[src/rtl/uart_tx_arb.sv]
// rtl/uart_tx_arb.sv - round-robin byte arbiter feeding one shared UART serializer
// Optional feature macro UART_TX_ARB_ASCII_EN: accepted byte is offset by 8'd48 before transmit.
module uart_tx_arb #(
    parameter int NREQ   = 4,
    parameter int GAP    = 2,
    parameter int ACK_TO = 16
) (
    input  logic                     clk,
    input  logic                     rst,
    input  logic [NREQ-1:0]          req_valid,
    input  logic [8*NREQ-1:0]        req_data,
    output logic [NREQ-1:0]          req_ready,
    output logic                     tx_start,
    output logic [7:0]               tx_data,
    input  logic                     tx_busy,
    output logic [$clog2(NREQ)-1:0]  grant_id,
    output logic                     err
);
    localparam int GW = $clog2(NREQ);

    typedef enum logic [2:0] {IDLE, LOAD, WAIT_ACK, WAIT_DONE, GAP_WAIT} state_t;

    state_t        state_q, state_d;
    logic          tx_start_q, tx_start_d;
    logic [7:0]    tx_data_q, tx_data_d;
    logic [GW-1:0] grant_q, grant_d;
    logic          err_q, err_d;
    logic [7:0]    cnt_q, cnt_d;

    logic          found;
    logic [GW-1:0] win;
    logic [GW-1:0] cand;
    logic [7:0]    win_byte;
    logic [7:0]    acc_byte;

    // Rotating priority: the scan starts one past the last granted requester.
    always_comb begin
        found = 1'b0;
        win   = '0;
        cand  = '0;
        for (int i = 1; i <= NREQ; i++) begin
            cand = GW'((int'(grant_q) + i) % NREQ);
            if (!found && req_valid[cand]) begin
                found = 1'b1;
                win   = cand;
            end
        end
    end

    assign win_byte = req_data[8*int'(win) +: 8];

`ifdef UART_TX_ARB_ASCII_EN
    assign acc_byte = win_byte + 8'd48;
`else
    assign acc_byte = win_byte;
`endif

    always_comb begin
        state_d    = state_q;
        tx_start_d = 1'b0;
        tx_data_d  = tx_data_q;
        grant_d    = grant_q;
        err_d      = err_q;
        cnt_d      = cnt_q;
        req_ready  = '0;
        case (state_q)
            IDLE: begin
                // Gated by rst so no handshake can complete while reset is held.
                if (rst && found && !tx_busy) begin
                    req_ready  = NREQ'(1) << win;
                    tx_data_d  = acc_byte;
                    grant_d    = win;
                    tx_start_d = 1'b1;
                    state_d    = LOAD;
                end
            end
            LOAD: begin
                cnt_d   = '0;
                state_d = WAIT_ACK;
            end
            WAIT_ACK: begin
                if (tx_busy) begin
                    state_d = WAIT_DONE;
                end else if (cnt_q == 8'(ACK_TO - 1)) begin
                    err_d   = 1'b1;
                    cnt_d   = '0;
                    state_d = GAP_WAIT;
                end else begin
                    cnt_d = cnt_q + 8'd1;
                end
            end
            WAIT_DONE: begin
                if (!tx_busy) begin
                    cnt_d   = '0;
                    state_d = GAP_WAIT;
                end
            end
            GAP_WAIT: begin
                // GAP of 0 or 1 both spend a single cycle here.
                if (int'(cnt_q) + 1 >= GAP) begin
                    cnt_d   = '0;
                    state_d = IDLE;
                end else begin
                    cnt_d = cnt_q + 8'd1;
                end
            end
            default: state_d = IDLE;
        endcase
    end

    always_ff @(posedge clk or negedge rst) begin
        if (!rst) begin
            state_q    <= IDLE;
            tx_start_q <= 1'b0;
            tx_data_q  <= '0;
            grant_q    <= GW'(NREQ - 1);
            err_q      <= 1'b0;
            cnt_q      <= '0;
        end else begin
            state_q    <= state_d;
            tx_start_q <= tx_start_d;
            tx_data_q  <= tx_data_d;
            grant_q    <= grant_d;
            err_q      <= err_d;
            cnt_q      <= cnt_d;
        end
    end

    assign tx_start = tx_start_q;
    assign tx_data  = tx_data_q;
    assign grant_id = grant_q;
    assign err      = err_q;
endmodule

[config.mk]
export PLATFORM = sky130hd
export DESIGN_NAME = uart_tx_arb
export DESIGN_NICKNAME = d
export VERILOG_FILES = /design/src/rtl/uart_tx_arb.sv
export SDC_FILE = /design/constraint.sdc
export NUM_CORES = 1
export LEC_CHECK = 0
export CAP_MARGIN = 10
export CORE_AREA = 4 4 59 74
export CTS_CLUSTER_DIAMETER = 120
export CTS_CLUSTER_SIZE = 24
export DETAILED_ROUTE_END_ITERATION = 10
export DIE_AREA = 0 0 63 78
export GPL_ROUTABILITY_DRIVEN = 0
export PLACE_DENSITY_LB_ADDON = 0.05
export REMOVE_ABC_BUFFERS = 1
export SYNTH_ARGS = -nofsm -noshare
export SYNTH_HDL_FRONTEND = slang
export SYNTH_SLANG_ARGS = --single-unit
[constraint.sdc]
create_clock -name clk -period 6 [get_ports clk]
set_input_delay 1.2 -clock clk [delete_from_list [all_inputs] [get_ports clk]]
set_output_delay 1.2 -clock clk [all_outputs]
set_load 0.005 [all_outputs]
==> results.py, run 1 <==
metrics = {
    "run_status": {
        "status": "completed",
    },
    "die": {
        "coreArea_mm2": 0.00372,
        "pin_count": 55,
        "design.die.area_mm2": 0.00491,
        "dieWidth_um": 63,
        "chipHeight_um": 78,
        "start_util": 0.396,
        "fp-row-count": 25,
    },
    "global_routing": {
        "grt-ovfl-total": 0,
        "grt_max_degree": 24,
        "antenna_found_initial": 0,
        "grt_pass1_vias": 1314,
        "grt_pass1_wl_um": 6410,
        "grt_usage": 0.161,
    },
    "clock_network": {
        "cts_sinks": 23,
        "postCtsSetupBuffers": 0,
        "postCtsResizedCells": 0,
        "htree_levels": 1,
        "insertion_delay_ns": 0.26,
        "numCtsBuffers": 3,
        "clk_pin_slew_worst_paths_ns": 0.08,
        "clk_path_buf_depth": 2,
        "hold_buffers": 0,
        "cts_tree": "done",
        "root_buffer": "clkbuf_8",
    },
    "route": {
        "wl_per_cell_um": 16.5,
        "vias_per_cell": 5.64,
        "routed_wl_um": 3780,
        "drtPass1Iterations": 4,
        "vias": 1292,
        "ant_nets": 0,
        "drc": 0,
        "drt_iter0_drc": 78,
    },
    "setup_path": {
        "r2r-start": "grant_id[1]$_DFFE_PN1P_",
        "crit_path_cell_trace": "clkdlybuf4s50_1 > o41ai_1 > or4_1 > inv_2 > nand2_1 > nor2_1 > clkdlybuf4s50_1",
        "reg2reg_slack_ns": 3.40,
        "reg2reg_depth": 5,
        "worstPathArrival_ns": 3.47,
        "worstSetupPathType": "input port to output pin",
        "cp_top_family": "buffers and inverters",
        "crit_slowest_cell": "or4_1",
        "required_ns": 4.80,
        "start_kind": "input port",
        "cp_num_cells": 7,
        "cp_common_cell": "clkdlybuf4s50_1",
        "cp_max_fo": 11,
        "rr_endpoint": "tx_data[0]$_DFFE_PN0P_",
        "crit_buf_inv": 3,
        "critPathMaxStageDelay_ns": 0.59,
        "worstSetupEndpointType": "output pin",
    },
    "logic_synthesis": {
        "yosysSeqAreaShare": 0.392,
        "netlist_top_cells_count": "dfrtp_1, nor2_1, o21ai_0",
        "syn_area_per_cell_um2": 10.9,
        "yosys.area.top_type": "dfrtp_1",
        "synth-main-ff-cell": "dfrtp_1",
        "yosysTopAreaCellShare": 0.356,
        "syn_inst": 135,
        "synthTopCellsByArea": "dfrtp_1, mux4_2, mux4_1, mux2_4, dfstp_2",
        "synth_edf_count": 0,
        "async_reset_ff_frac": 1.00,
        "synth.cell_area_mm2": 0.00148,
        "yosys_warnings": 0,
        "synth-seq-cells": 23,
        "synth.most_common_cell": "dfrtp_1",
        "synthDistinctLibCells": 47,
    },
    "cells_and_area": {
        "fillCellCount": 347,
        "area_growth_pct": 41.5,
        "layout.nets": 231,
        "drive_gt1_frac": 0.138,
        "diodes": 0,
    },
    "power": {
        "p_per_area_mw_per_mm2": 332,
        "vdd_drop_max_v": 0.000136,
        "leakagePower_nw": 0.849,
    },
    "timing": {
        "holdWs_ns": 0.462,
        "worst_slew_pin_slew_ns": 0.833,
        "period_minus_slack_ns": 4.67,
        "finalCritPeriodShare": 0.778,
        "slew_violations": 0,
        "rsz0062_at_grt": "no",
        "tns_ns": 0,
        "finClkSkew_ns": 0.00234,
        "setup_viol_count_final": 0,
        "hold_viol_final": 0,
        "slew_headroom": 0.445,
        "max_freq_mhz": 214,
    },
    "worst_hold_path": {
        "min_path_type": "flop to flop",
        "min_to": "err$_DFFE_PN0P_",
        "hold_depth": 1,
        "worstHoldStart": "err$_DFFE_PN0P_",
    },
    "placed_design": {
        "dp_hpwl_um": 2960,
        "port_buffers": 54,
    },
    "job": {
        "drv_cap": 0,
    },
}
cell usage in the layout (no fill, tap or decap), types with 2 or more instances in the layout:
cell             Yosys  routed
nand3_1              3       3
nor4_1               2       2
dfstp_2              2       2
dfrtp_1             21      21
nand4_1              2       2
nand2_1              7       7
nor3b_1              2       2
clkdlybuf4s50_1      0      54
ha_1                 2       2
and4_1               3       3
clkbuf_8             0       3
o22ai_1              2       2
nor3_1               2       2
mux4_1               3       3
a211oi_1             2       2
nor2_1              10      10
mux2_2               3       3
o21ai_0             10      10
nand2b_1             3       3
a21oi_1              5       5
o41ai_1              2       2
a21o_1               2       2
o31ai_1              4       4
inv_1                4       4
buf_4                0       2
mux2_4               5       5
mux4_2               5       5
xnor2_1              3       3
and3_1               2       2
final cells by class:
| type | count | area [µm²] | share of cell area |
|---|---|---|---|
| Multi-Input combinational cell | 101 | 840 | 0.402 |
| Sequential cell | 23 | 578 | 0.277 |
| Timing Repair Buffer | 56 | 556 | 0.266 |
| Tap cell | 40 | 50.0 | 0.0240 |
| Clock buffer | 4 | 45.0 | 0.0216 |
| Inverter | 5 | 18.8 | 0.00899 |
sequential cells by signal (all words and copies together) (netlist names):
signal / count
grant_id: 2
tx_data: 8
err: 1
cnt_q: 8
tx_start: 1
state_q: 3
worst max-delay path by stage:
stage | startpoint | to | slack (ns)
3_5_place_dp | req_valid[3] | req_ready[3] | 1.32
4_1_cts | req_valid[3] | req_ready[3] | 1.32
5_1_grt | req_valid[3] | req_ready[3] | 1.17
3_3_place_gp | req_valid[2] | req_ready[0] | 1.39
6_report | req_valid[3] | req_ready[3] | 1.33
2_1_floorplan | req_valid[1] | req_ready[2] | 2.17
cell families after synthesis:
group           synth area share
buf+inv                   0.0390
flops                      0.392
simple gates               0.165
xor+xnor                  0.0178
mux                        0.210
compound gates             0.159
fa+ha+maj                 0.0170
power breakdown:
| group | internal (mW) | leakage [nW] | total [mW] | switching (mW) |
|---|---|---|---|---|
| Combinational | 0.203 | 0.533 | 0.343 | 0.140 |
| Clock | 0.0473 | 0.0228 | 0.0946 | 0.0473 |
| Sequential | 0.208 | 0.293 | 0.255 | 0.0466 |
per-stage QoR:
| step | cell area, µm² | power, mW | util | setup slack [ns] | instances |
|---|---|---|---|---|---|
| final | 2090 | 0.693 | 0.561 | 1.33 | 229 |
| after global routing | 2090 | 0.746 | 0.561 | 1.17 | 229 |
| after CTS | 2090 | 0.705 | 0.561 | 1.32 | 229 |
| after detailed placement | 2040 | 0.604 | 0.549 | 1.32 | 225 |
| after global placement | 2040 | 0.598 | 0.549 | 1.39 | 225 |
| after floorplan | 1440 | 0.446 | - | 2.17 | 129 |
metal layers:
metal  wire length [µm]  track usage  vias to the layer above
met4                 87       0.0684                        0
met5                  0            0                        -
met3                222       0.0304                        8
met2               1820        0.269                       50
li1                   -            -                      629
met1               1650        0.201                      605
Note: power is estimated with default switching activity, not from simulation.
==> run 2, diff against run 1 <==
CORE_AREA = 4 4 60 75   (was 4 4 59 74)
DIE_AREA = 0 0 64 79   (was 0 0 63 78)
clock period = 3.9 ns   (was 6 ns; I/O delays follow)
==> run 2 against run 1 <==
Net effect:
- sequential cell count did not move
- largest cell class unchanged
- die area rose by 2.9%
- sequential share of layout area fell by 0.54 points
- routed wire length rose by 2.1%
- critical endpoint is now req_ready[2]
- critical path type unchanged
- core utilization rose by 0.16 points
- count of clock-buffer cells in the layout fell by 1
- clock power rose by 60%
- combinational power rose by 57%
- first-iteration DRC count fell by 35%
==> results.py, run 2 (synthesized netlist as in run 1, its figures left out) <==
metrics = {
    "die": {
        "start_util": 0.390,
        "coreArea_mm2": 0.00378,
        "design.die.area_mm2": 0.00506,
        "dieWidth_um": 64,
        "pin_count": 55,
        "fp-row-count": 25,
        "chipHeight_um": 79,
    },
    "worst_hold_path": {
        "min_path_type": "flop to flop",
        "worstHoldStart": "err$_DFFE_PN0P_",
    },
    "setup_path": {
        "worstSetupPathType": "input port to output pin",
        "startpoint": "req_valid[3]",
        "start_kind": "input port",
        "required_ns": 3.12,
        "worstSetupEndpointType": "output pin",
        "worstPathArrival_ns": 2.88,
        "cp_max_fo": 6,
        "r2r-start": "grant_id[1]$_DFFE_PN1P_",
    },
    "route": {
        "routed_wl_um": 3860,
        "vias": 1284,
        "ant_nets": 0,
        "drc": 0,
        "vias_per_cell": 5.22,
        "wl_per_cell_um": 15.7,
        "drt_iter0_drc": 51,
        "drtPass1Iterations": 6,
    },
    "clock_network": {
        "postCtsSetupBuffers": 0,
        "numCtsBuffers": 3,
        "clk_pin_slew_worst_paths_ns": 0.09,
        "cts_sinks": 23,
        "hold_buffers": 0,
        "postCtsResizedCells": 0,
        "cts_tree": "done",
        "htree_levels": 1,
        "clk_path_buf_depth": 2,
        "insertion_delay_ns": 0.26,
        "root_buffer": "clkbuf_8",
    },
    "global_routing": {
        "grt-ovfl-total": 0,
        "grt_pass1_vias": 1257,
        "antenna_found_initial": 0,
        "grt_usage": 0.155,
        "grt_pass1_wl_um": 6130,
        "grt_max_degree": 24,
    },
    "power": {
        "finalPower_mw": 1.08,
        "leakagePower_nw": 0.867,
        "p_per_area_mw_per_mm2": 509,
        "vdd_drop_max_v": 0.000178,
    },
    "timing": {
        "setup_viol_count_final": 0,
        "slew_violations": 0,
        "finalCritPeriodShare": 0.938,
        "slew_headroom": 0.724,
        "tns_ns": 0,
        "rsz0062_at_grt": "no",
        "finClkSkew_ns": 0.00346,
        "period_minus_slack_ns": 3.66,
        "holdWs_ns": 0.468,
        "hold_viol_final": 0,
        "max_freq_mhz": 273,
        "worst_slew_pin_slew_ns": 0.412,
    },
    "cells_and_area": {
        "diodes": 0,
        "area_growth_pct": 44.3,
        "mostFrequentLayoutCells": "clkdlybuf4s50_1, dfrtp_1, o21ai_0, nor2_1, nand2_1",
        "drive_gt1_frac": 0.156,
        "layout.nets": 234,
        "layout_commonest_cell": "clkdlybuf4s50_1",
    },
    "run_status": {
        "status": "completed",
    },
    "placed_design": {
        "port_buffers": 54,
        "dp_hpwl_um": 3070,
    },
    "job": {
        "drv_cap": 0,
    },
}
[run 2: cell types whose count changed in the layout (fill, tap and decap cells not counted)]
cell	delta
buf_4	+3
clkbuf_1	-1
clkinv_2	+1
[run 2: worst paths after layout]
path                                           end  slack (ns)  cells after the start
max in group asynchronous  grant_id[1]$_DFFE_PN1P_        2.67                      2
setup / recovery                      req_ready[2]        0.24                      6
hold reg to reg                    err$_DFFE_PN0P_        0.47                      1
min in group asynchronous   tx_data[3]$_DFFE_PN0P_        0.95                      2
setup reg to reg            tx_data[1]$_DFFE_PN0P_        1.55                      6
hold / removal                     err$_DFFE_PN0P_        0.47                      1
[run 2: final cells by class]
class                           count  area (µm²)
Fill cell                         353        1660
Multi-Input combinational cell    101         840
Sequential cell                    23         578
Timing Repair Buffer               59         578
Tap cell                           54        67.6
Clock buffer                        3        41.3
Inverter                            5        18.8
Clock inverter                      1        5.00
[run 2: routing by layer]
layer  up-vias  part of all wire  global-route usage
met4         0             0.016              0.0583
met5         -                 0                   0
met3         4             0.057              0.0297
met1       609              0.43               0.197
met2        39              0.50               0.257
li1        632                 -                   -
[run 2: metrics by stage]
stage	cells	cell area, µm²	setup slack [ns]	util
3_5_place_dp	242	2080	0.257	0.550
6_report	246	2130	0.242	0.562
4_1_cts	246	2130	0.245	0.562
3_3_place_gp	242	2080	0.317	0.550
2_1_floorplan	129	1440	0.914	-
5_1_grt	246	2130	0.118	0.562
[run 2: worst max-delay path, stage by stage]
cell	delay, ns
clkdlybuf4s50_1	0.57
o41ai_1	0.12
or4_1	0.61
inv_2	0.11
and3_2	0.18
clkdlybuf4s50_1	0.51
[run 2: report_power, final]
part           total (mW)  internal [mW]  switching [mW]
Sequential          0.393          0.320          0.0725
Clock               0.151         0.0713          0.0797
Combinational       0.539          0.324           0.215
Total                1.08          0.715           0.368
==> run 3, diff against run 2 <==
CORE_AREA = 4 4 59 75   (was 4 4 60 75)
CTS_BUF_LIST = sky130_fd_sc_hd__clkbuf_8   (was default)
DIE_AREA = 0 0 63 79   (was 0 0 64 79)
HOLD_SLACK_MARGIN = 0.05   (was default)
==> run 3 against run 2 <==
Net effect:
- core utilization rose by 0.27 points
- routed wire length rose by 4.6%
- die area fell by 1.6%
- clock skew fell by 0.0015 ns
- clock power fell by 3%
- first-iteration DRC count rose by 73%
- global-route usage rose by 1.2 points
- combinational power barely moved
- setup slack got worse by 0.0098 ns
- power fell by 0.22%
- largest power group unchanged
- largest cell class unchanged
- critical path depth did not move
==> results.py, run 3 (synthesized netlist as in run 1, its figures left out) <==
metrics = {
    "clock_network": {
        "postCtsResizedCells": 0,
        "postCtsSetupBuffers": 0,
        "hold_buffers": 0,
        "cts_tree": "done",
        "root_buffer": "clkbuf_8",
        "htree_levels": 1,
        "clk_pin_slew_worst_paths_ns": 0.08,
        "cts_sinks": 23,
        "numCtsBuffers": 3,
        "insertion_delay_ns": 0.26,
        "clk_path_buf_depth": 2,
    },
    "die": {
        "dieWidth_um": 63,
        "pin_count": 55,
        "design.die.area_mm2": 0.00498,
        "chipHeight_um": 79,
        "fp-row-count": 25,
        "start_util": 0.396,
        "coreArea_mm2": 0.00372,
    },
    "placed_design": {
        "pre_cts_ws_ns": 0.225,
        "dp_hpwl_um": 3210,
        "dp.cells": 227,
        "port_buffers": 54,
    },
    "route": {
        "drt_iter0_drc": 88,
        "drtPass1Iterations": 4,
        "vias_per_cell": 5.78,
        "routed_wl_um": 4040,
        "wl_per_cell_um": 17.5,
        "ant_nets": 0,
        "drc": 0,
        "vias": 1335,
    },
    "setup_path": {
        "reg2reg_slack_ns": 1.43,
        "startpoint": "req_valid[3]",
        "worstPathArrival_ns": 2.89,
        "cp-endpoint": "req_ready[2]",
        "reg2reg_depth": 6,
        "cp_max_fo": 6,
        "worstSetupEndpointType": "output pin",
        "r2r-start": "grant_id[1]$_DFFE_PN1P_",
        "start_kind": "input port",
        "rr_endpoint": "tx_data[0]$_DFFE_PN0P_",
        "worstSetupPathType": "input port to output pin",
        "required_ns": 3.12,
    },
    "timing": {
        "setup_slack_ns": 0.233,
        "rsz0062_at_grt": "no",
        "slew_violations": 0,
        "finClkSkew_ns": 0.00200,
        "worst_slew_pin_slew_ns": 0.523,
        "tns_ns": 0,
        "finalCritPeriodShare": 0.940,
        "max_freq_mhz": 273,
        "period_minus_slack_ns": 3.67,
        "setup_viol_count_final": 0,
        "hold_viol_final": 0,
        "slew_headroom": 0.651,
    },
    "cells_and_area": {
        "drive_gt1_frac": 0.152,
        "mostFrequentLayoutCells": "clkdlybuf4s50_1, dfrtp_1, o21ai_0, nor2_1, nand2_1",
        "layout.cells.non_filler": 231,
        "layout.nets": 233,
        "layout_commonest_cell": "clkdlybuf4s50_1",
        "diodes": 0,
        "fillCellCount": 341,
        "area_growth_pct": 42.6,
    },
    "power": {
        "pwr-share-comb": 0.499,
        "vdd_drop_max_v": 0.000261,
        "leakagePower_nw": 0.862,
        "swShare": 0.342,
        "p_int_uw": 711,
        "p_per_area_mw_per_mm2": 514,
        "p_clk_frac": 0.136,
        "seqPwrFrac": 0.365,
        "p_switching_uw": 370,
    },
    "global_routing": {
        "grt_usage": 0.167,
        "grt_pass1_wl_um": 6660,
        "grt-ovfl-total": 0,
        "antenna_found_initial": 0,
        "grt_pass1_vias": 1348,
        "grt_max_degree": 24,
    },
    "job": {
        "drv_cap": 0,
    },
    "worst_hold_path": {
        "worstHoldStart": "err$_DFFE_PN0P_",
        "min_path_type": "flop to flop",
    },
    "run_status": {
        "status": "completed",
    },
}
## run 3: changes by cell type in the layout (fill, tap and decap cells not counted), sizes merged
cell  delta
buf      -1
## run 3: critical path, stage by stage
cell and delay [ns]:
clkdlybuf4s50_1 0.56, o41ai_1 0.12, or4_1 0.59, inv_2 0.13, and3_2 0.19, clkdlybuf4s50_1 0.50
## run 3: area by class of cell
class / count / area [µm²] / share of cell area
Timing Repair Buffer: 58 / 571 / 0.271
Sequential cell: 23 / 578 / 0.275
Inverter: 5 / 18.8 / 0.00892
Multi-Input combinational cell: 101 / 840 / 0.399
Tap cell: 40 / 50.0 / 0.0238
Clock inverter: 1 / 5.00 / 0.00238
Clock buffer: 3 / 41.3 / 0.0196
## run 3: power by group through the flow
stage | Clock, mW | Combinational [mW] | Sequential, mW
floorplan | 0 | 0.297 | 0.390
global placement | 0 | 0.534 | 0.394
detailed placement | 0 | 0.541 | 0.398
CTS | 0.152 | 0.545 | 0.394
global route | 0.163 | 0.590 | 0.408
finish | 0.147 | 0.539 | 0.395
## run 3: worst min-delay path by stage
stage / endpoint / slack [ns] / cells after the start
after floorplan: err$_DFFE_PN0P_ / 0.45 / 1
after global placement: err$_DFFE_PN0P_ / 0.45 / 1
after detailed placement: err$_DFFE_PN0P_ / 0.45 / 1
after CTS: err$_DFFE_PN0P_ / 0.47 / 1
after global routing: err$_DFFE_PN0P_ / 0.49 / 1
final: err$_DFFE_PN0P_ / 0.46 / 1
## run 3: through the flow
step / hold slack, ns / power [mW] / instance area [µm²] / utilization
6_report: 0.464 / 1.08 / 2100 / 0.565
2_1_floorplan: 0.451 / 0.686 / 1440 / -
5_1_grt: 0.492 / 1.16 / 2100 / 0.565
3_5_place_dp: 0.447 / 0.939 / 2060 / 0.553
4_1_cts: 0.470 / 1.09 / 2100 / 0.565
3_3_place_gp: 0.449 / 0.928 / 2060 / 0.553
## run 3: routing by layer
layer  routed length [µm]  global-route usage  vias to the layer above
li1                     -                   -                      628
met1                 1680               0.204                      644
met2                 2010               0.288                       53
met3                  241              0.0297                       10
met4                   94              0.0662                        0
met5                    0                   0                        -
